[src/rtl/snes_pkg.sv]
// Shared definitions for the SNES controller reader family.
// Contents: the frame FSM state type, the button bit positions within a
// port's button word (bit 0 = B ... bit 11 = R), and the default timing for
// a 25 MHz system clock.
package snes_pkg;

  typedef enum logic [2:0] {
    IDLE,
    LATCH,
    LOW,
    HIGH,
    DONE
  } state_t;

  localparam int unsigned BTN_B      = 0;
  localparam int unsigned BTN_Y      = 1;
  localparam int unsigned BTN_SELECT = 2;
  localparam int unsigned BTN_START  = 3;
  localparam int unsigned BTN_UP     = 4;
  localparam int unsigned BTN_DOWN   = 5;
  localparam int unsigned BTN_LEFT   = 6;
  localparam int unsigned BTN_RIGHT  = 7;
  localparam int unsigned BTN_A      = 8;
  localparam int unsigned BTN_X      = 9;
  localparam int unsigned BTN_L      = 10;
  localparam int unsigned BTN_R      = 11;

  localparam int unsigned DEF_N_BITS    = 16;
  localparam int unsigned DEF_N_BTN     = 12;
  localparam int unsigned DEF_LATCH_CYC = 300;     // 12 us
  localparam int unsigned DEF_HALF_CYC  = 150;     // 6 us
  localparam int unsigned DEF_POLL_CYC  = 416667;  // 60 Hz

endpackage

[src/rtl/snes_port_capture.sv]
// Per-port capture for one SNES pad.
// Synchronises the pad's serial data line, stores each sampled bit at the
// index supplied by the shared frame FSM, and on the done strobe publishes
// the button word, one-cycle pressed/released masks and the presence flag.
// Ports:
//   clk_25M, rst_n   - clock, asynchronous active-low reset
//   data_in          - raw serial data from the pad
//   sample_en        - store the synchronised bit into raw[bit_idx]
//   bit_idx          - bit position of the current serial bit
//   done_stb         - end of frame: evaluate ID bits and update outputs
//   btn              - button state, 1 = pressed
//   pressed/released - one-cycle event masks
//   present          - ID bits matched on the last frame
module snes_port_capture
  import snes_pkg::*;
#(
  parameter int unsigned N_BITS = DEF_N_BITS,
  parameter int unsigned N_BTN  = DEF_N_BTN,
  parameter int unsigned IDX_W  = 4,
  parameter bit          ACTIVE_LOW = 1'b1,
  parameter logic [N_BITS-N_BTN-1:0] ID_PATTERN = '1
) (
  input  logic             clk_25M,
  input  logic             rst_n,
  input  logic             data_in,
  input  logic             sample_en,
  input  logic [IDX_W-1:0] bit_idx,
  input  logic             done_stb,
  output logic [N_BTN-1:0] btn,
  output logic [N_BTN-1:0] pressed,
  output logic [N_BTN-1:0] released,
  output logic             present
);

  logic [1:0]        sync_q;
  logic [N_BITS-1:0] raw_q;
  logic              id_ok;
  logic [N_BTN-1:0]  new_btn;

  always_comb begin
    id_ok   = (raw_q[N_BITS-1:N_BTN] == ID_PATTERN);
    new_btn = ACTIVE_LOW ? ~raw_q[N_BTN-1:0] : raw_q[N_BTN-1:0];
  end

  always_ff @(posedge clk_25M or negedge rst_n) begin
    if (!rst_n) begin
      sync_q   <= '0;
      raw_q    <= '0;
      btn      <= '0;
      pressed  <= '0;
      released <= '0;
      present  <= 1'b0;
    end else begin
      sync_q <= {sync_q[0], data_in};
      if (sample_en) begin
        raw_q[bit_idx] <= sync_q[1];
      end
      if (done_stb) begin
        present <= id_ok;
        if (id_ok) begin
          btn      <= new_btn;
          pressed  <= new_btn & ~btn;
          released <= ~new_btn & btn;
        end else begin
          // Unplugged pad: everything that was held reads as released.
          btn      <= '0;
          pressed  <= '0;
          released <= btn;
        end
      end else begin
        pressed  <= '0;
        released <= '0;
      end
    end
  end

endmodule

[src/rtl/snes_multi_reader.sv]
// Multi-port SNES controller reader.
// All pads share one latch and one serial clock; each has its own data line.
// A frame is: latch pulse, then N_BITS serial clock periods (low then high),
// then a single DONE cycle in which every port's outputs update together.
// Ports:
//   clk_25M, rst_n  - clock, asynchronous active-low reset
//   enable          - auto-poll every POLL_CYC cycles
//   poll_req        - one-cycle request for an immediate frame
//   SNES_Data       - serial data, one bit per port
//   SNES_Latch      - shared latch, SNES_clk_1 - shared serial clock (idle high)
//   btn_output      - button state, port p at [p*N_BTN +: N_BTN], 1 = pressed
//   btn_pressed     - one-cycle 0->1 mask, btn_released - one-cycle 1->0 mask
//   present         - per-port ID check result from the last frame
//   frame_valid     - strobe during the cycle the outputs are fresh
//   busy            - a frame is in progress
module snes_multi_reader
  import snes_pkg::*;
#(
  parameter int unsigned N_PORTS   = 2,
  parameter int unsigned N_BITS    = DEF_N_BITS,
  parameter int unsigned N_BTN     = DEF_N_BTN,
  parameter int unsigned LATCH_CYC = DEF_LATCH_CYC,
  parameter int unsigned HALF_CYC  = DEF_HALF_CYC,
  parameter int unsigned POLL_CYC  = DEF_POLL_CYC,
  parameter bit          ACTIVE_LOW = 1'b1,
  parameter logic [N_BITS-N_BTN-1:0] ID_PATTERN = 4'b1111
) (
  input  logic                     clk_25M,
  input  logic                     rst_n,
  input  logic                     enable,
  input  logic                     poll_req,
  input  logic [N_PORTS-1:0]       SNES_Data,
  output logic                     SNES_Latch,
  output logic                     SNES_clk_1,
  output logic [N_PORTS*N_BTN-1:0] btn_output,
  output logic [N_PORTS*N_BTN-1:0] btn_pressed,
  output logic [N_PORTS*N_BTN-1:0] btn_released,
  output logic [N_PORTS-1:0]       present,
  output logic                     frame_valid,
  output logic                     busy
);

  localparam int unsigned CYC_MAX = (LATCH_CYC > HALF_CYC) ? LATCH_CYC : HALF_CYC;
  localparam int unsigned CNT_W   = (CYC_MAX > 1) ? $clog2(CYC_MAX) : 1;
  localparam int unsigned POLL_W  = (POLL_CYC > 1) ? $clog2(POLL_CYC) : 1;
  localparam int unsigned IDX_W   = (N_BITS > 1) ? $clog2(N_BITS) : 1;

  state_t              state, state_nx;
  logic [CNT_W-1:0]    cyc_cnt;
  logic [IDX_W-1:0]    bit_idx;
  logic [POLL_W-1:0]   poll_cnt;
  logic                pending;
  logic                poll_wrap;
  logic                start;
  logic                half_last;
  logic                sample_en;
  logic                done_stb;

  always_comb begin
    poll_wrap = enable && (poll_cnt == POLL_W'(POLL_CYC - 1));
    // A request coinciding with the wrap is a single start.
    start     = poll_wrap || poll_req;
    half_last = (cyc_cnt == CNT_W'(HALF_CYC - 1));
  end

  always_ff @(posedge clk_25M or negedge rst_n) begin
    if (!rst_n) begin
      state    <= IDLE;
      cyc_cnt  <= '0;
      bit_idx  <= '0;
      poll_cnt <= '0;
      pending  <= 1'b0;
    end else begin
      state <= state_nx;

      if (!enable || poll_wrap) begin
        poll_cnt <= '0;
      end else begin
        poll_cnt <= poll_cnt + 1'b1;
      end

      // In IDLE any held request is consumed by the start it triggers.
      if (state == IDLE) begin
        pending <= 1'b0;
      end else if (start) begin
        pending <= 1'b1;
      end

      if (state_nx != state) begin
        cyc_cnt <= '0;
      end else begin
        cyc_cnt <= cyc_cnt + 1'b1;
      end

      if (state == LATCH) begin
        bit_idx <= '0;
      end else if (state == HIGH && state_nx == LOW) begin
        bit_idx <= bit_idx + 1'b1;
      end
    end
  end

  always_comb begin
    state_nx  = state;
    sample_en = 1'b0;
    done_stb  = 1'b0;
    case (state)
      IDLE: begin
        if (start || pending) state_nx = LATCH;
      end
      LATCH: begin
        if (cyc_cnt == CNT_W'(LATCH_CYC - 1)) state_nx = LOW;
      end
      LOW: begin
        if (half_last) begin
          sample_en = 1'b1;
          state_nx  = HIGH;
        end
      end
      HIGH: begin
        if (half_last) begin
          if (bit_idx == IDX_W'(N_BITS - 1)) begin
            done_stb = 1'b1;
            state_nx = DONE;
          end else begin
            state_nx = LOW;
          end
        end
      end
      DONE:    state_nx = IDLE;
      default: state_nx = IDLE;
    endcase
  end

  // Capture registers load on the edge into DONE, so the fresh outputs and
  // frame_valid coincide during the DONE cycle.
  assign SNES_Latch  = (state == LATCH);
  assign SNES_clk_1  = (state != LOW);
  assign busy        = (state != IDLE);
  assign frame_valid = (state == DONE);

  for (genvar p = 0; p < N_PORTS; p++) begin : g_port
    snes_port_capture #(
      .N_BITS     (N_BITS),
      .N_BTN      (N_BTN),
      .IDX_W      (IDX_W),
      .ACTIVE_LOW (ACTIVE_LOW),
      .ID_PATTERN (ID_PATTERN)
    ) u_capture (
      .clk_25M   (clk_25M),
      .rst_n     (rst_n),
      .data_in   (SNES_Data[p]),
      .sample_en (sample_en),
      .bit_idx   (bit_idx),
      .done_stb  (done_stb),
      .btn       (btn_output[p*N_BTN +: N_BTN]),
      .pressed   (btn_pressed[p*N_BTN +: N_BTN]),
      .released  (btn_released[p*N_BTN +: N_BTN]),
      .present   (present[p])
    );
  end

endmodule

[config.mk]
export PLATFORM = sky130hd
export DESIGN_NAME = snes_multi_reader
export DESIGN_NICKNAME = d
export VERILOG_FILES = /design/src/rtl/snes_pkg.sv /design/src/rtl/snes_port_capture.sv /design/src/rtl/snes_multi_reader.sv
export SDC_FILE = /design/constraint.sdc
export NUM_CORES = 1
export LEC_CHECK = 0
export CAP_MARGIN = 20
export CORE_MARGIN = 1.5
export CORE_UTILIZATION = 25
export CTS_CLUSTER_SIZE = 12
export DETAILED_ROUTE_END_ITERATION = 8
export HOLD_SLACK_MARGIN = 0.02
export PLACE_DENSITY_LB_ADDON = 0.2
export SLEW_MARGIN = 40
export SYNTH_ARGS = -nofsm -noshare
export SYNTH_HDL_FRONTEND = slang
export SYNTH_SLANG_ARGS = --single-unit
[constraint.sdc]
create_clock -name clk_25M -period 2.3 [get_ports clk_25M]
set_input_delay 0.345 -clock clk_25M [delete_from_list [all_inputs] [get_ports clk_25M]]
set_output_delay 0.345 -clock clk_25M [all_outputs]
set_load 0.02 [all_outputs]
==> results of run 1 <==
-- power by group through the flow --
stage	Sequential, W	Combinational, W	Clock, W
floorplan	0.00271	0.000177	0
global placement	0.00277	0.000252	0
detailed placement	0.00277	0.000260	0
CTS	0.00273	0.000265	0.00298
global route	0.00274	0.000290	0.00311
finish	0.00273	0.000255	0.00291
-- critical path: cells and delay by family, from the launching register on --
kind | cells | cell delay, ns
and+or+nand+nor | 1 | 0.44
DFF | 1 | 0.45
buffers and inverters | 1 | 0.57
-- repair_timing --
action	4_1_cts	5_1_grt
endpoints found under the hold margin	52	0
pin swaps	0	1
gates resized for setup	1	7
hold buffers	1	0
endpoints found under the setup margin	1	30
-- per-stage QoR --
step / worst slack, ns / hold slack [ns] / util (%) / instances / total power (W)
after detailed placement: 0.0630 / 0.339 / 30.8 / 903 / 0.00303
after floorplan: 0.329 / 0.0494 / - / 514 / 0.00289
after global routing: 0.00543 / 0.354 / 33.5 / 935 / 0.00614
final: 0.0811 / 0.349 / 33.5 / 935 / 0.00589
after global placement: 0.128 / 0.340 / 30.8 / 903 / 0.00302
after CTS: 0.0386 / 0.352 / 33.4 / 935 / 0.00597
-- registers in the layout (all words and copies together) (netlist names), 4 cells and up --
name,cells
bit_idx,4
cyc_cnt,9
g_port.u_capture.btn,24
g_port.u_capture.pressed,24
g_port.u_capture.raw_q,32
g_port.u_capture.released,24
g_port.u_capture.sync_q,4
poll_cnt,19
-- metal layers --
metal / part of all wire, % / vias up / wire length [um]
met2: 48 / 96 / 6350
met3: 4.1 / 16 / 550
met1: 47 / 2032 / 6190
met4: 1.4 / 0 / 192
met5: 0 / - / 0
li1: - / 1984 / -
-- path summary, 6_finish.rpt --
kind / to / startpoint
min reg2reg: g_port[1].u_capture.sync_q[1] / g_port[1].u_capture.sync_q[0]
max in group asynchronous: state[1] / rst_n
min: g_port[1].u_capture.sync_q[1] / g_port[1].u_capture.sync_q[0]
min in group asynchronous: g_port[1].u_capture.btn[8] / rst_n
max reg2reg: g_port[1].u_capture.raw_q[4] / cyc_cnt[1]
max: busy / state[2]
-- cell type report --
type	instances	area [um2]	share of cell area [%]
Tap cell	319	399	5.06
Timing Repair Buffer	98	975	12.4
Multi-Input combinational cell	331	2200	28.0
Inverter	10	37.5	0.476
Sequential cell	146	3650	46.3
Clock buffer	19	433	5.49
Clock inverter	12	183	2.32
-- kinds of logic after synthesis --
group	count (synthesis)	synth area share [%]
multiplexers	33	6.17
buffers and inverters	37	2.67
adder cells (fa/ha/maj)	8	1.67
AO/OA/AOI/OAI	82	8.38
XOR/XNOR	19	2.77
AND/OR/NAND/NOR	189	17.5
flip-flops	146	60.9
-- synthesized netlist by cell type, types with 9 or more instances --
library cell,number,share of area [%]
nand4_1,14,1.5
a21oi_1,18,1.5
nor3_1,14,1.2
clkbuf_1,10,0.63
dfrtp_1,146,61
xnor2_1,9,1.3
mux2_2,32,6.0
nor2_1,57,3.6
inv_1,10,0.63
nand2_1,39,2.4
o21ai_0,31,2.6
nand3_1,11,0.92
xor2_1,10,1.5
o31ai_1,26,3.3
nor3_2,18,3.0
==> metrics.txt, run 1 <==
status=complete, no violations; Pwr Density=747 nW/um2; nets=618; Final ANT Viol Nets=0; Num CTS Buffers=17; Post-DP Area=7240 um2; Detailed Route WL=13.3 mm; count of max-cap constraint violations=0; Slew Limit Headroom=64.1%; Vias=4128; share of cells above drive strength 1=17.5%; busiest grt layer=met2; Yosys Warn Count=0; Synth Area per Inst=11.7 um2; post-synthesis net count=528; most frequent cells in the layout=dfrtp_1 (145), clkdlybuf4s50_1 (81), nor2_1 (57), nand2_1 (39), mux2_2 (32); NetSw=0.00134 W; Seq/Total Area, Yosys=60.9%; clock skew=0.00582 ns; clock tree sinks=146; Setup violations, final=0; Clk pwr share=49.3%; routing usage on met1=14.8%; wire per inst=14.2 um; Area Growth Syn to Fin=31.4%; WHS Path Cells=0; starting density of the core=25.5%; DR iter-0 viols=162; final worst-path cycle share=96.5%; HP Class=flip-flop to flip-flop; Primary FF master, synth=dfrtp_1; Setup CP Type=flip-flop to output port; ys async rst share=100%; worst-case reg-to-reg path depth=6; count of different cell masters after synthesis=45; slowest cell on the critical path=clkdlybuf4s50_1; Worst-Margin Slew=0.538 ns; Worst EP required=1.96 ns; clk buf depth=2; Die Span Y=158 um; highest clock rate=451 MHz; # rows=56; GRT Overall Usage=11.4%; RD Place Congestion=0.780; Critical Path Sink Type=output port; Die ar.=24900 um2; Comb power frac=4.3%; detailed-route vias per instance=4.41; diode count=0; first-pass GRT wire length=22.0 mm; synthesized cell area=6000 um2; cell area after layout=7890 um2; CTS tree=yes; CP Launch Type=flip-flop; grt met3 use=2.98%; R2R setup slack=0.18 ns; GRT overflow=0; initial antenna violation count=0; DR DRC count=0; Buffers on Ports=83; setup tns final=0 ns; final hold viol count=0; DP HPWL=9.27 mm; M2 GR Usage=18.3%; Reg clk slew, reported paths=0.06 ns; # H-tree levels=4; maximum vdd ir drop=0.000441 V; post-synthesis cell count=514; CP Max Fanout=7; clk_lat worst skew=0.42 ns; largest net degree at the start of global routing=57; setup bufs post-CTS=0; synthesized flop and latch total=146; Reg power frac=46.3%; commonest non-fill, non-tap cell in the layout=dfrtp_1; filler cell count in the final layout=2379; switch share=22.7%; pins over their slew limit=0; P_int=0.00455 W; Pre-antenna DRT Iters=5; CP max stage delay=0.57 ns; worst path cell trace=or3_1, clkdlybuf4s50_1; EDFF count, synth=0; Die Wd=158 um; # IOs=84; crit path DAT=1.87 ns; RSZ-0062 raised after global routing=false; leakage power=3.47 nW; CTS root buffer=clkbuf_16; vias in the first global route=4110; core footprint=23500 um2; Final Critical Period=2.22 ns
No activity file was read; power rests on OpenSTA's default activity.
==> run 2: changes to the inputs <==
Settings changed: CORE_MARGIN 1.5 to not set.
==> run 2 against run 1 <==
First-iteration DRC count is 43% higher. Maximum frequency is 0.79% higher. Die area shrank 1.3%. Critical endpoint is now SNES_clk_1. Sequential cell count is the same. Highest routed layer unchanged. Register-to-register slack got worse by 0.03 ns. Critical path depth rose by 2. Largest cell class unchanged.
==> metrics.txt, run 2 (same netlist as run 1, synthesis figures left out) <==
Worst R2R Start=cyc_cnt[3]; NetSw=0.00133 W (-0.82%); Setup violations, final=0 (unchanged); busiest grt layer=met2; CTS root buffer=clkbuf_16; Buffers on Ports=83 (unchanged); max reg flops=32 (unchanged); Slew Limit Headroom=67.2% (+3.1 points); final worst-path cycle share=95.7% (-0.75 points); most frequent cells in the layout=dfrtp_1 (145), clkdlybuf4s50_1 (80), nor2_1 (57), nand2_1 (39), mux2_2 (32); grt met3 use=3.03% (+0.045 points); Pwr Density=716 nW/um2 (-4.2%); leakage power=3.45 nW (-0.60%); final hold viol count=0 (unchanged); first-pass GRT wire length=22.1 mm (+0.28%); Comb power frac=4.5% (+0.2 points); Final Critical Period=2.20 ns (-0.0173 ns); CTS tree=yes; core footprint=23500 um2 (-0.30%); # rows=56 (unchanged); count of max-cap constraint violations=0 (unchanged); Die Span Y=157 um (-0.63%); Num CTS Buffers=17 (unchanged); diode count=0 (unchanged); setup tns final=0 ns (unchanged); M2 GR Usage=18.6% (+0.31 points); clk buf depth=2 (unchanged); # H-tree levels=4 (unchanged); share of cells above drive strength 1=17.4% (-0.16 points); CP Launch Type=flip-flop; Reg power frac=48.6% (+2.3 points); # IOs=84 (unchanged); CP Max Fanout=10 (+3); DR iter-0 viols=232 (+43%); Worst EP required=1.96 ns (about the same); P_int=0.00429 W (-5.8%); highest clock rate=454 MHz (+0.79%); Die ar.=24600 um2 (-1.3%); WHS=0.351 ns (+0.00194 ns); detailed-route vias per instance=4.44 (+0.53%); initial antenna violation count=0 (unchanged); pins over their slew limit=0 (unchanged); Largest Register=g_port.u_capture.raw_q; Area Growth Syn to Fin=30.7%; Clk pwr share=46.9% (-2.4 points); Critical Path Sink Type=output port; Setup CP Type=flip-flop to output port; wire per inst=14.2 um (about the same); clock tree sinks=146 (unchanged); vias in the first global route=4266 (+3.8%); R2R setup slack=0.15 ns (-0.03 ns); commonest non-fill, non-tap cell in the layout=dfrtp_1; status=complete, no violations; crit path DAT=1.86 ns (about the same); Vias=4150 (+0.53%); Worst-Margin Slew=0.490 ns (-0.0479 ns); clk_lat worst skew=0.42 ns (about the same); largest net degree at the start of global routing=60 (+5.3%); GRT Overall Usage=11.6% (+0.13 points); starting density of the core=25.6% (+0.076 points); maximum vdd ir drop=0.000414 V (-6.0%); Detailed Route WL=13.3 mm (about the same); nets=618 (unchanged); RSZ-0062 raised after global routing=false; critical path buffer and inverter count=3 (+2); Die Wd=157 um (-0.63%); DP HPWL=9.31 mm (+0.39%); cell area after layout=7840 um2 (-0.56%); Worst Setup SP=state[1]; CP top delay family=buffers and inverters; switch share=23.6% (+0.93 points); RD Place Congestion=0.761 (-2.4%); GRT overflow=0 (unchanged); CP max stage delay=0.59 ns (+0.02 ns); worst path cell trace=nor3b_1, buf_4, inv_1, clkdlybuf4s50_1; Reg clk slew, reported paths=0.06 ns (about the same); DR DRC count=0 (unchanged); min-delay src=g_port[0].u_capture.sync_q[0]; slowest cell on the critical path=clkdlybuf4s50_1; setup bufs post-CTS=0 (unchanged); routing usage on met1=15.0% (+0.21 points); Post-DP Area=7250 um2 (+0.17%); Pre-antenna DRT Iters=4 (-1); HP Class=flip-flop to flip-flop; Final ANT Viol Nets=0 (unchanged); clock skew=0.00976 ns (+0.00395 ns)
run 2: through the flow:
step,power (W),setup WS (ns),cells,util (%)
after floorplan,0.00289,0.329,514,-
after global placement,0.00302,0.131,903,30.9
after detailed placement,0.00303,0.0460,903,30.9
after CTS,0.00570,0.0126,935,33.4
after global routing,0.00585,0.00308,935,33.4
final,0.00561,0.0985,935,33.4
run 2: layout make-up:
class	instances	area, um2
clock buffer	21	460
timing repair buffer	98	990
tap	319	399
multi-input combinational	331	2200
clock inverter	10	101
inverter	10	37.5
sequential	146	3650
fill	2344	15600
run 2: worst paths after layout:
| check | cells after the start | to |
|---|---|---|
| setup / recovery | 4 | SNES_clk_1 |
| hold / removal | 0 | g_port[0].u_capture.sync_q[1] |
| setup reg to reg | 4 | g_port[1].u_capture.raw_q[1] |
| hold reg to reg | 0 | g_port[0].u_capture.sync_q[1] |
| max in group asynchronous | 3 | bit_idx[2] |
| min in group asynchronous | 2 | g_port[1].u_capture.pressed[9] |
run 2: timing repair:
item                                   in CTS  in global routing
hold buffers                                1                  0
pin swaps                                   0                  0
resized for setup                           1                  7
endpoints found under the hold margin      40                  0
setup endpoints to repair                   1                 16
run 2: worst register-to-register path, cell delays in order, from the launching register on:
cell and delay (ns):
dfrtp_1 0.48, nor4b_4 0.49, nand4_1 0.28, nor3_1 0.40, mux2_2 0.38
run 2: per-layer routing:
metal / routed length, um / vias to the layer above
met3: 577 / 11
li1: - / 1986
met5: 0 / -
met4: 157 / 0
met1: 6200 / 2068
met2: 6360 / 85
run 2: power by group through the flow:
| stage | sequential, W | combinational (W) | clock (W) |
|---|---|---|---|
| detailed placement | 0.00277 | 0.000254 | 0 |
| finish | 0.00273 | 0.000251 | 0.00263 |
| global route | 0.00274 | 0.000287 | 0.00282 |
| floorplan | 0.00271 | 0.000177 | 0 |
| CTS | 0.00273 | 0.000259 | 0.00272 |
| global placement | 0.00277 | 0.000251 | 0 |
